File: src/rtl/emu_time_manager_multi_if.sv
// Bus between the emulation time manager and its environment: requests, controls, time outputs.
interface emu_time_manager_multi_if #(
    parameter int unsigned N_REQ      = 4,
    parameter int unsigned DT_WIDTH   = 32,
    parameter int unsigned TIME_WIDTH = 64,
    parameter int unsigned CNT_WIDTH  = 32
);
    localparam int unsigned SRC_WIDTH = (N_REQ > 1) ? $clog2(N_REQ) : 1;

    logic [N_REQ*DT_WIDTH-1:0] dt_req;
    logic [N_REQ-1:0]          req_en;
    logic                      pause;
    logic                      step_req;
    logic                      stop_en;
    logic [TIME_WIDTH-1:0]     stop_time;
    logic                      clear_halt;
    logic [TIME_WIDTH-1:0]     emu_time;
    logic [DT_WIDTH-1:0]       emu_dt;
    logic [SRC_WIDTH-1:0]      dt_src;
    logic                      running;
    logic                      halted;
    logic                      step_ack;
    logic [CNT_WIDTH-1:0]      adv_count;

    modport master (
        output dt_req, req_en, pause, step_req, stop_en, stop_time, clear_halt,
        input  emu_time, emu_dt, dt_src, running, halted, step_ack, adv_count
    );

    modport slave (
        input  dt_req, req_en, pause, step_req, stop_en, stop_time, clear_halt,
        output emu_time, emu_dt, dt_src, running, halted, step_ack, adv_count
    );
endinterface

File: src/rtl/emu_time_manager_multi.sv
// Emulation time manager: min-reduces enabled dt requests, clamps against an optional stop
// time, and accumulates emulation time with run / pause / single-step / halt control.
module emu_time_manager_multi #(
    parameter int unsigned N_REQ        = 4,
    parameter int unsigned DT_WIDTH     = 32,
    parameter int unsigned TIME_WIDTH   = 64,
    parameter int unsigned CNT_WIDTH    = 32,
    parameter int unsigned START_PAUSED = 0
) (
    input logic                      emu_clk,
    input logic                      emu_rst_n,
    emu_time_manager_multi_if.slave  bus
);
    localparam int unsigned SRC_WIDTH = (N_REQ > 1) ? $clog2(N_REQ) : 1;

    typedef enum logic [1:0] {StRun, StPaused, StHalted} state_e;

    localparam state_e RESET_STATE = (START_PAUSED != 0) ? StPaused : StRun;

    state_e                state_q, state_d;
    logic [TIME_WIDTH-1:0] emu_time_q;
    logic [CNT_WIDTH-1:0]  adv_count_q;
    logic                  step_ack_q, step_ack_d;

    logic [DT_WIDTH-1:0]   dt_min;
    logic [SRC_WIDTH-1:0]  dt_src;
    logic                  any_en;
    logic [TIME_WIDTH-1:0] rem;
    logic [TIME_WIDTH-1:0] dt_min_ext;
    logic                  stop_ahead;
    logic                  expired;
    logic                  hit;
    logic [DT_WIDTH-1:0]   dt_clamp;
    logic                  step_go;
    logic                  adv;
    logic [DT_WIDTH-1:0]   emu_dt;

    // Unsigned minimum over enabled channels; strict '<' keeps the lowest index on ties.
    always_comb begin
        dt_min = '1;
        dt_src = '0;
        any_en = 1'b0;
        for (int unsigned i = 0; i < N_REQ; i++) begin
            if (bus.req_en[i] && (!any_en || (bus.dt_req[i*DT_WIDTH +: DT_WIDTH] < dt_min))) begin
                dt_min = bus.dt_req[i*DT_WIDTH +: DT_WIDTH];
                dt_src = SRC_WIDTH'(i);
                any_en = 1'b1;
            end
        end
    end

    // Stop-time clamp and advance qualification; a zero dt never counts as an advance.
    always_comb begin
        stop_ahead = bus.stop_time > emu_time_q;
        rem        = bus.stop_time - emu_time_q;
        dt_min_ext = TIME_WIDTH'(dt_min);
        expired    = bus.stop_en && !stop_ahead;
        hit        = bus.stop_en && stop_ahead && (rem <= dt_min_ext);
        if (hit) begin
            dt_clamp = rem[DT_WIDTH-1:0];
        end else if (expired) begin
            dt_clamp = '0;
        end else begin
            dt_clamp = dt_min;
        end
        step_go = (state_q == StPaused) && bus.step_req;
        adv     = (((state_q == StRun) && !bus.pause) || step_go) && !expired &&
                  (dt_clamp != '0);
        emu_dt  = adv ? dt_clamp : '0;
    end

    // Next-state logic and step acknowledge generation.
    always_comb begin
        state_d    = state_q;
        step_ack_d = 1'b0;
        unique case (state_q)
            StRun: begin
                if (bus.pause) begin
                    state_d = StPaused;
                end else if (expired || (adv && hit)) begin
                    state_d = StHalted;
                end
            end
            StPaused: begin
                step_ack_d = step_go && adv;
                if (step_go && (expired || (adv && hit))) begin
                    state_d = StHalted;
                end else if (!bus.pause) begin
                    state_d = StRun;
                end
            end
            StHalted: begin
                if (bus.clear_halt && (!bus.stop_en || stop_ahead)) begin
                    state_d = bus.pause ? StPaused : StRun;
                end
            end
            default: state_d = RESET_STATE;
        endcase
    end

    // State, time, counter and acknowledge registers.
    always_ff @(posedge emu_clk or negedge emu_rst_n) begin
        if (!emu_rst_n) begin
            state_q     <= RESET_STATE;
            emu_time_q  <= '0;
            adv_count_q <= '0;
            step_ack_q  <= 1'b0;
        end else begin
            state_q    <= state_d;
            step_ack_q <= step_ack_d;
            if (adv) begin
                emu_time_q  <= emu_time_q + TIME_WIDTH'(emu_dt);
                adv_count_q <= adv_count_q + 1'b1;
            end
        end
    end

    assign bus.emu_time  = emu_time_q;
    assign bus.emu_dt    = emu_dt;
    assign bus.dt_src    = dt_src;
    assign bus.running   = (state_q == StRun);
    assign bus.halted    = (state_q == StHalted);
    assign bus.step_ack  = step_ack_q;
    assign bus.adv_count = adv_count_q;
endmodule

File: src/flat_wrapper.sv
// flat-port wrapper written by rule: the top's interface ports become plain ports
module emu_time_manager_multi_flat 
#(
    parameter int unsigned N_REQ        = 4,
    parameter int unsigned DT_WIDTH     = 32,
    parameter int unsigned TIME_WIDTH   = 64,
    parameter int unsigned CNT_WIDTH    = 32,
    parameter int unsigned START_PAUSED = 0
)
  (emu_clk, emu_rst_n, bus_dt_req, bus_req_en, bus_pause, bus_step_req, bus_stop_en, bus_stop_time, bus_clear_halt, bus_emu_time, bus_emu_dt, bus_dt_src, bus_running, bus_halted, bus_step_ack, bus_adv_count);
  emu_time_manager_multi_if #(.N_REQ(N_REQ), .DT_WIDTH(DT_WIDTH), .TIME_WIDTH(TIME_WIDTH), .CNT_WIDTH(CNT_WIDTH)) bus_i ();
  input logic emu_clk;
  input logic emu_rst_n;
  input wire logic [$bits(bus_i.dt_req)-1:0] bus_dt_req;
  input wire logic [$bits(bus_i.req_en)-1:0] bus_req_en;
  input wire logic [$bits(bus_i.pause)-1:0] bus_pause;
  input wire logic [$bits(bus_i.step_req)-1:0] bus_step_req;
  input wire logic [$bits(bus_i.stop_en)-1:0] bus_stop_en;
  input wire logic [$bits(bus_i.stop_time)-1:0] bus_stop_time;
  input wire logic [$bits(bus_i.clear_halt)-1:0] bus_clear_halt;
  output wire logic [$bits(bus_i.emu_time)-1:0] bus_emu_time;
  output wire logic [$bits(bus_i.emu_dt)-1:0] bus_emu_dt;
  output wire logic [$bits(bus_i.dt_src)-1:0] bus_dt_src;
  output wire logic [$bits(bus_i.running)-1:0] bus_running;
  output wire logic [$bits(bus_i.halted)-1:0] bus_halted;
  output wire logic [$bits(bus_i.step_ack)-1:0] bus_step_ack;
  output wire logic [$bits(bus_i.adv_count)-1:0] bus_adv_count;
  assign bus_i.dt_req = bus_dt_req;
  assign bus_i.req_en = bus_req_en;
  assign bus_i.pause = bus_pause;
  assign bus_i.step_req = bus_step_req;
  assign bus_i.stop_en = bus_stop_en;
  assign bus_i.stop_time = bus_stop_time;
  assign bus_i.clear_halt = bus_clear_halt;
  assign bus_emu_time = bus_i.emu_time;
  assign bus_emu_dt = bus_i.emu_dt;
  assign bus_dt_src = bus_i.dt_src;
  assign bus_running = bus_i.running;
  assign bus_halted = bus_i.halted;
  assign bus_step_ack = bus_i.step_ack;
  assign bus_adv_count = bus_i.adv_count;
  emu_time_manager_multi #(.N_REQ(N_REQ), .DT_WIDTH(DT_WIDTH), .TIME_WIDTH(TIME_WIDTH), .CNT_WIDTH(CNT_WIDTH), .START_PAUSED(START_PAUSED)) u_core (.emu_clk(emu_clk), .emu_rst_n(emu_rst_n), .bus(bus_i));
endmodule
File: config.mk
export PLATFORM = sky130hd
export DESIGN_NAME = emu_time_manager_multi_flat
export DESIGN_NICKNAME = d
export VERILOG_FILES = /design/src/rtl/emu_time_manager_multi_if.sv /design/src/rtl/emu_time_manager_multi.sv /design/src/flat_wrapper.sv
export SDC_FILE = /design/constraint.sdc
export NUM_CORES = 1
export LEC_CHECK = 0
export CORE_UTILIZATION = 49
export DETAILED_ROUTE_END_ITERATION = 8
export GPL_TIMING_DRIVEN = 0
export PLACE_DENSITY = 0.78
export SLEW_MARGIN = 20
export SYNTH_ARGS = -nofsm -noshare
export SYNTH_HDL_FRONTEND = slang
export SYNTH_SLANG_ARGS = --single-unit
File: constraint.sdc
create_clock -name emu_clk -period 18.6 [get_ports emu_clk]
set_input_delay 3.72 -clock emu_clk [delete_from_list [all_inputs] [get_ports emu_clk]]
set_output_delay 3.72 -clock emu_clk [all_outputs]
set_load 0.005 [all_outputs]
==> results of run 1 <==
==> cell families (layout without fill, tap and decap cells) <==
| family | count (synthesis) | in the layout | synth area share [%] |
|---|---|---|---|
| compound gates | 608 | 608 | 24.6 |
| buf+inv | 243 | 720 | 6.16 |
| mux | 61 | 61 | 4.07 |
| flops | 99 | 99 | 15.6 |
| simple gates | 800 | 800 | 25.5 |
| xor+xnor | 121 | 121 | 6.66 |
| other cells | 0 | 3 | 0 |
| fa+ha+maj | 222 | 222 | 17.5 |
==> cell usage after synthesis, drive strengths merged (7+ instances only) <==
library cell,count
nor4,38
o21ai,120
a21oi,211
o31ai,10
nor2b,45
xor2,22
mux2i,34
and3,24
a221oi,7
xnor2,99
and4,14
dfrtp,99
o211ai,24
and2,14
buf,36
a2111oi,9
clkbuf,53
nand2b,15
mux2,27
ha,220
nand2,159
a31oi,9
nor2,190
or4,9
a211o,11
a211oi,18
or3,19
nand3,107
nand4,87
nor3,53
o21bai,13
o21a,26
a21boi,7
inv,154
o2111ai,8
a21o,71
==> registers in the layout, summed over array words and instances, names as in the netlist <==
signal,cells
u_core.bus.emu_time,64
u_core.bus.adv_count,32
u_core.state_q,2
u_core.bus.step_ack,1
==> path summary, 6_finish.rpt <==
| kind | end | slack [ns] | cells past startpoint |
|---|---|---|---|
| min in group asynchronous | u_core.bus.emu_time[7] | 3.22 | 1 |
| worst min register to register | u_core.bus.adv_count[31] | 0.49 | 1 |
| max in group asynchronous | u_core.bus.emu_time[60] | 14.71 | 2 |
| worst max register to register | u_core.bus.emu_time[53] | 7.53 | 49 |
| worst max-delay path | bus_emu_dt[23] | -0.65 | 58 |
| worst min-delay path | u_core.bus.adv_count[31] | 0.49 | 1 |
==> stage by stage <==
step                      setup slack, ns  TNS, ns  cells  total power [W]  util, %
after global routing               -0.894   -36.84   3067          0.00235     72.0
after floorplan                    0.0453        0   2154          0.00123        -
after global placement              -5.26  -464.20   2923          0.00165     62.3
final                              -0.651   -18.23   3069          0.00223     72.0
after CTS                         0.00260        0   3004          0.00200     67.7
after detailed placement            -5.38  -471.16   2924          0.00169     62.4
==> power by group <==
| part | leakage (nW) | internal, W | total [W] | switching (W) |
|---|---|---|---|---|
| Clock | 0.152 | 0.0000974 | 0.000200 | 0.000102 |
| Combinational | 8.47 | 0.000715 | 0.00172 | 0.00101 |
| Sequential | 1.31 | 0.000258 | 0.000311 | 0.0000525 |
| Total | 9.93 | 0.00107 | 0.00223 | 0.00116 |
==> worst register-to-register path, delay by kind of cell (launching register included) <==
family / cells / cell delay, ns
flops: 1 / 0.44
fa+ha+maj: 3 / 1.00
compound gates: 20 / 4.66
simple gates: 18 / 3.52
xor+xnor: 1 / 0.16
buf+inv: 7 / 1.18
==> per-layer routing <==
layer,GRT usage (%),vias to the layer above
met5,0,-
met2,62.2,1357
met4,15.8,4
met3,7.28,315
li1,-,8902
met1,52.5,9512
==> timing repair <==
item,in CTS,in global routing
resized for setup,376,199
pin swaps,69,88
gates cloned,5,6
endpoints found under the setup margin,132,74
setup buffers,59,57
==> area by class of cell <==
type,instances,area (µm²),area share [%]
antenna,3,7.51,0.0328
buffer,89,762,3.33
clock buffer,9,225,0.984
clock inverter,7,91.3,0.399
inverter,154,578,2.53
multi-input combinational,1812,13800,60.3
sequential,99,2480,10.8
tap,435,544,2.38
timing repair buffer,461,4400,19.2
==> key figures, run 1 <==
Global routing
  – Global-route wire length before repair: 102000 µm
  – GR Overflow Total: 0
  – Vias in the first global route: between 15000 and 20000
  – Gr usage total: 39.3%
  – Initial antenna violation count: 4
  – Largest net degree at the start of global routing: slightly above 70

Final layout
  – Commonest non-fill, non-tap cell in the layout: clkdlybuf4s50_1
  – Final Instance Area: about 23000 µm²
  – Fillers: ~2400
  – Syn-to-layout area delta: 43.8%
  – Final nets: 3050
  – Commonest non-fill, non-tap cells in the layout: clkdlybuf4s50_1 (281), ha_1 (201), a21oi_1 (166)
  – Fraction of layout cells with a size suffix above 1: 18.6%

Logic synthesis
  – Syn Nets: between 2000 and 3000
  – Synth cell types: just over 90
  – Post-synth ARST share: 100%
  – Seq cells post-synth: 99
  – Synth top area share: approximately 17%
  – Synth warnings: 0
  – Synthesized instance count: between 2000 and 2500
  – Syn Area/Cell: about 7.4 µm²
  – Seq/Total Area, Yosys: between 15 and 20%
  – Ranking of synthesized cells by area: ha_1 (17%), dfrtp_1 (16%), a21oi_1 (6.6%)
  – Ys flop type: dfrtp_1
  – EDFF count, synth: 0
  – Synthesized area: roughly 16000 µm²
  – Cell taking the most area after synthesis: ha_1

Placed design
  – DP HPWL: 53600 µm
  – Port Buffers: ~330
  – Placed cell areas: 19800 µm²
  – Gpl congestion: around 1.0

Flow run
  – Max cap viols: 0

Outcome
  – Failing checks: negative setup slack
  – Outcome: finished with violations

Hold path
  – Hold crit path type: register to register
  – Hold wc startpoint: u_core.bus.adv_count[31]

Worst setup path
  – CP required: 14.88 ns
  – Setup crit start kind: input pin
  – Worst setup EP type: output port
  – CP max-delay cell: clkdlybuf4s50_1
  – CP Class: input pin to output port
  – CP startpoint: bus_dt_req[57]
  – Critical path arrival: ~16 ns
  – Number of buffer and inverter stages on the critical path: 15
  – CP Max Fanout: 8
  – Critical R2R Launch: u_core.bus.emu_time[1]
  – Max stage delay on crit path: roughly 0.50 ns
  – Top Family by Delay on Critical Path: simple AND/OR/NAND/NOR gates

Timing
  – Final Setup Violations: 38
  – Final Max Tran Viols: 0
  – Tightest Pin Transition: between 1 and 1.5 ns
  – Setup WS post-layout: -0.651 ns
  – Clk_skew: between 0.01 and 0.015 ns
  – Worst rel slew slack: between 20% and 30%
  – Final hold vios: 0
  – Worst hold slack: 0.485 ns
  – Highest clock rate: 0.0519 GHz
  – Unrepaired setup endpoints after global routing: yes
  – Min cycle time layout: 19.25 ns
  – Fin crit share: 104%

Route
  – Vias/cell: between 6 and 7
  – Detailed Route WL: between 70000 and 80000 µm
  – Vias: 20090
  – Wl on met1: about 30000 µm
  – Residual DRC: 0
  – First-pass detailed-route iteration total: 6
  – Wirelength per Cell: between 20 and 25 µm
  – Highest metal used: met5
  – WL met3: between 7000 and 8000 µm
  – Wire length on met2: 31500 µm
  – ANT nets after route: 0
  – DR iter-0 viols: ~2100

Die
  – Die Height: 182 µm
  – Initial Util: roughly 50%
  – Die Area: about 33000 µm²
  – I/O Pins: between 300 and 400
  – Core area: ~32000 µm²
  – Die width: 182 µm
  – Row count: 65

Clocking
  – Worst skew pair latency: roughly 0.37 ns
  – Num CTS Buffers: 9
  – Worst-path clk slew: approximately 0.080 ns
  – H-tree depth: 3
  – CTS root buffer: clkbuf_16
  – TritonCTS clock tree: done
  – CTS sink cnt: between 90 and 100
  – # hold bufs at CTS: 0
  – Worst-case clock buffer depth: 2

Power and ir drop
  – P per Cell Area: a little under 100 nW/µm²
  – Leak: 9.93 nW
  – Max IR drop VDD: 83.0 µV
(Power assumes the default switching activity.)
==> inputs of run 2 (changes only) <==
--- a/config.mk
+++ b/config.mk
@@ -5,10 +5,11 @@
 export SDC_FILE = /design/constraint.sdc
 export NUM_CORES = 1
 export LEC_CHECK = 0
-export CORE_UTILIZATION = 49
+export CORE_UTILIZATION = 54
+export CTS_CLUSTER_DIAMETER = 80
 export DETAILED_ROUTE_END_ITERATION = 8
 export GPL_TIMING_DRIVEN = 0
-export PLACE_DENSITY = 0.78
+export PLACE_DENSITY = 0.82
 export SLEW_MARGIN = 20
 export SYNTH_ARGS = -nofsm -noshare
 export SYNTH_HDL_FRONTEND = slang
==> constraint.sdc (replaced) <==
create_clock -name emu_clk -period 20.9 [get_ports emu_clk]
set_input_delay 4.18 -clock emu_clk [delete_from_list [all_inputs] [get_ports emu_clk]]
set_output_delay 4.18 -clock emu_clk [all_outputs]
set_load 0.005 [all_outputs]
==> run 2 against run 1 <==
The run now ends clean; flip-flop and latch count unchanged; first-iteration DRC count down 1.3%; final cell count is 5.2% lower; non-clock buffer count down 106; largest cell class unchanged; largest power group unchanged.
==> key figures, run 2 (synthesized netlist as in run 1, its figures left out) <==
Worst setup path
  – Critical R2R Launch: u_core.bus.emu_time[1]
  – CP Max Fanout: 10 (+2)
  – R2R Setup Slk: 9.12 ns (+1.59 ns)
  – Worst setup EP type: output port
  – CP max-delay cell: clkdlybuf4s50_1
  – Setup crit start kind: input pin
  – Critical path arrival: 16.36 ns (+0.83 ns)
  – CP startpoint: bus_req_en[0]
  – CP required: 16.72 ns (+1.84 ns)
  – Max stage delay on crit path: 0.54 ns (+0.04 ns)
  – CP Class: input pin to output port

Clocking
  – Num CTS Buffers: 9 (unchanged)
  – TritonCTS clock tree: done
  – Worst-case clock buffer depth: 2 (unchanged)
  – Worst skew pair latency: 0.40 ns (+0.03 ns)
  – CTS sink cnt: 99 (unchanged)
  – H-tree depth: 3 (unchanged)
  – CTS root buffer: clkbuf_16
  – Worst-path clk slew: 0.08 ns (about the same)

Placed design
  – Port Buffers: 334 (unchanged)
  – Placed cell areas: 19800 µm² (-0.33%)
  – Gpl congestion: 1.02 (+0.75%)
  – DP HPWL: 51100 µm (-4.7%)
  – DP Cell Count: 2873 (-1.7%)

Route
  – Vias: 18970 (-5.6%)
  – DR iter-0 viols: 2085 (-1.3%)
  – ANT nets after route: 0 (unchanged)
  – Residual DRC: 0 (unchanged)
  – Vias/cell: 6.52 (-0.38%)
  – Wirelength per Cell: 21.6 µm (-8.7%)
  – Detailed Route WL: 62900 µm (-13%)
  – First-pass detailed-route iteration total: 6 (unchanged)

Timing
  – Worst rel slew slack: 30.1% (+3.9 points)
  – Fin crit share: between 90% and 100%
  – Unrepaired setup endpoints after global routing: yes
  – Final Setup Violations: 0 (-100%)
  – Clk_skew: 0.0247 ns (+0.0120 ns)
  – Final hold vios: 0 (unchanged)
  – Min cycle time layout: 20.54 ns
  – Highest clock rate: around 0.049 GHz
  – Tightest Pin Transition: 1.05 ns (-0.0481 ns)
  – Final Max Tran Viols: 0 (unchanged)

Global routing
  – Vias in the first global route: 18015 (-2.0%)
  – Gr usage total: 40.4% (+1.2 points)
  – GR Overflow Total: 0 (unchanged)
  – Initial antenna violation count: 0 (-4)
  – Largest net degree at the start of global routing: 76 (+7.0%)
  – Global-route wire length before repair: 97300 µm (-4.9%)

Final layout
  – Final Util: 71.9% (about the same)
  – Non-filler cells, final: 2909 (-5.2%)
  – Final nets: 2944 (-3.5%)
  – Final Instance Area: 20800 µm² (-9.3%)
  – Fraction of layout cells with a size suffix above 1: 8.48% (-10 points)
  – Commonest non-fill, non-tap cells in the layout: clkdlybuf4s50_1 (313), ha_1 (220), a21oi_1 (197)
  – Commonest non-fill, non-tap cell in the layout: clkdlybuf4s50_1
  – Ant diodes: 0 (-3)
  – Syn-to-layout area delta: 30.3%
  – Max reg flops: 64 (unchanged)

Power and ir drop
  – P per Cell Area: 85.4 nW/µm² (-13%)
  – Max IR drop VDD: 77.1 µV (-7.1%)
  – Leak: 9.14 nW (-7.9%)
  – Overall power consumption: 0.00177 W (-21%)

Die
  – Die Area: 30200 µm² (-9.2%)
  – Die width: 174 µm (-4.7%)
  – Row count: 62 (-4.6%)
  – I/O Pins: 335 (unchanged)
  – Die Height: 174 µm (-4.7%)
  – Core area: 28900 µm² (-9.3%)
  – Initial Util: 55.2% (+5.1 points)

Flow run
  – Max cap viols: 0 (unchanged)

Hold path
  – Hold crit path type: register to register
  – Hold wc startpoint: u_core.bus.adv_count[31]

Outcome
  – Outcome: finished clean
run 2: cell count changes in the layout (fill, tap and decap cells not counted), sizes merged:
cell,delta
buf,-131
clkbuf,-7
clkdlybuf4s50,+32
diode,-3
dlygate4sd2,-1
dlymetal6s2s,+1
run 2: final cells by class:
cell class              count  area, µm²
multi-input cells        1812      12800
flip-flops and latches     99       2480
well taps                 384        480
clock inverters             7       78.8
clock buffers               9        225
plain buffers              89        551
repair buffers            355       3560
inverters                 154        578
fillers                  2341       8110
run 2: routing by layer:
layer | vias to the layer above | global-route usage (%) | wire, µm
li1 | 8694 | - | -
met3 | 165 | 5.90 | 6410
met5 | - | 0 | 0
met1 | 8912 | 54.8 | 26100
met4 | 0 | 16.4 | 2450
met2 | 1199 | 64.2 | 28000
run 2: timing repair:
item / CTS / global route
hold buffers: 0 / 0
setup buffers: 9 / 11
cloned: 0 / 0
pin swaps: 8 / 24
gates resized for setup: 79 / 102
endpoints found under the setup margin: 89 / 67
run 2: worst max-delay path: cells and delay by family:
kind / cells / cell delay (ns)
adder cells (fa/ha/maj): 4 / 1.20
AO/OA/AOI/OAI: 16 / 2.97
multiplexers: 1 / 0.38
buffers and inverters: 18 / 3.35
AND/OR/NAND/NOR: 22 / 4.26
run 2: report_power, final:
group	internal, W	switching [W]
Combinational	0.000549	0.000768
Clock	0.0000852	0.0000965
Sequential	0.000230	0.0000432
Total	0.000863	0.000908
run 2: per-stage QoR:
stage	hold WS [ns]	worst slack [ns]	setup TNS [ns]
6_report	0.480	0.362	0
4_1_cts	0.487	0.0189	0
3_3_place_gp	0.465	-3.59	-251.15
3_5_place_dp	0.464	-3.48	-247.79
5_1_grt	0.501	-0.0838	-1.15
2_1_floorplan	0.469	1.32	0
run 2: path summary, 6_finish.rpt:
kind                                       endpoint  cells after the start
setup / recovery                      bus_emu_dt[1]                     61
setup reg to reg            u_core.bus.emu_time[60]                     48
min in group asynchronous   u_core.bus.emu_time[51]                      1
hold reg to reg            u_core.bus.adv_count[31]                      1
hold / removal             u_core.bus.adv_count[31]                      1
max in group asynchronous    u_core.bus.emu_time[9]                      2
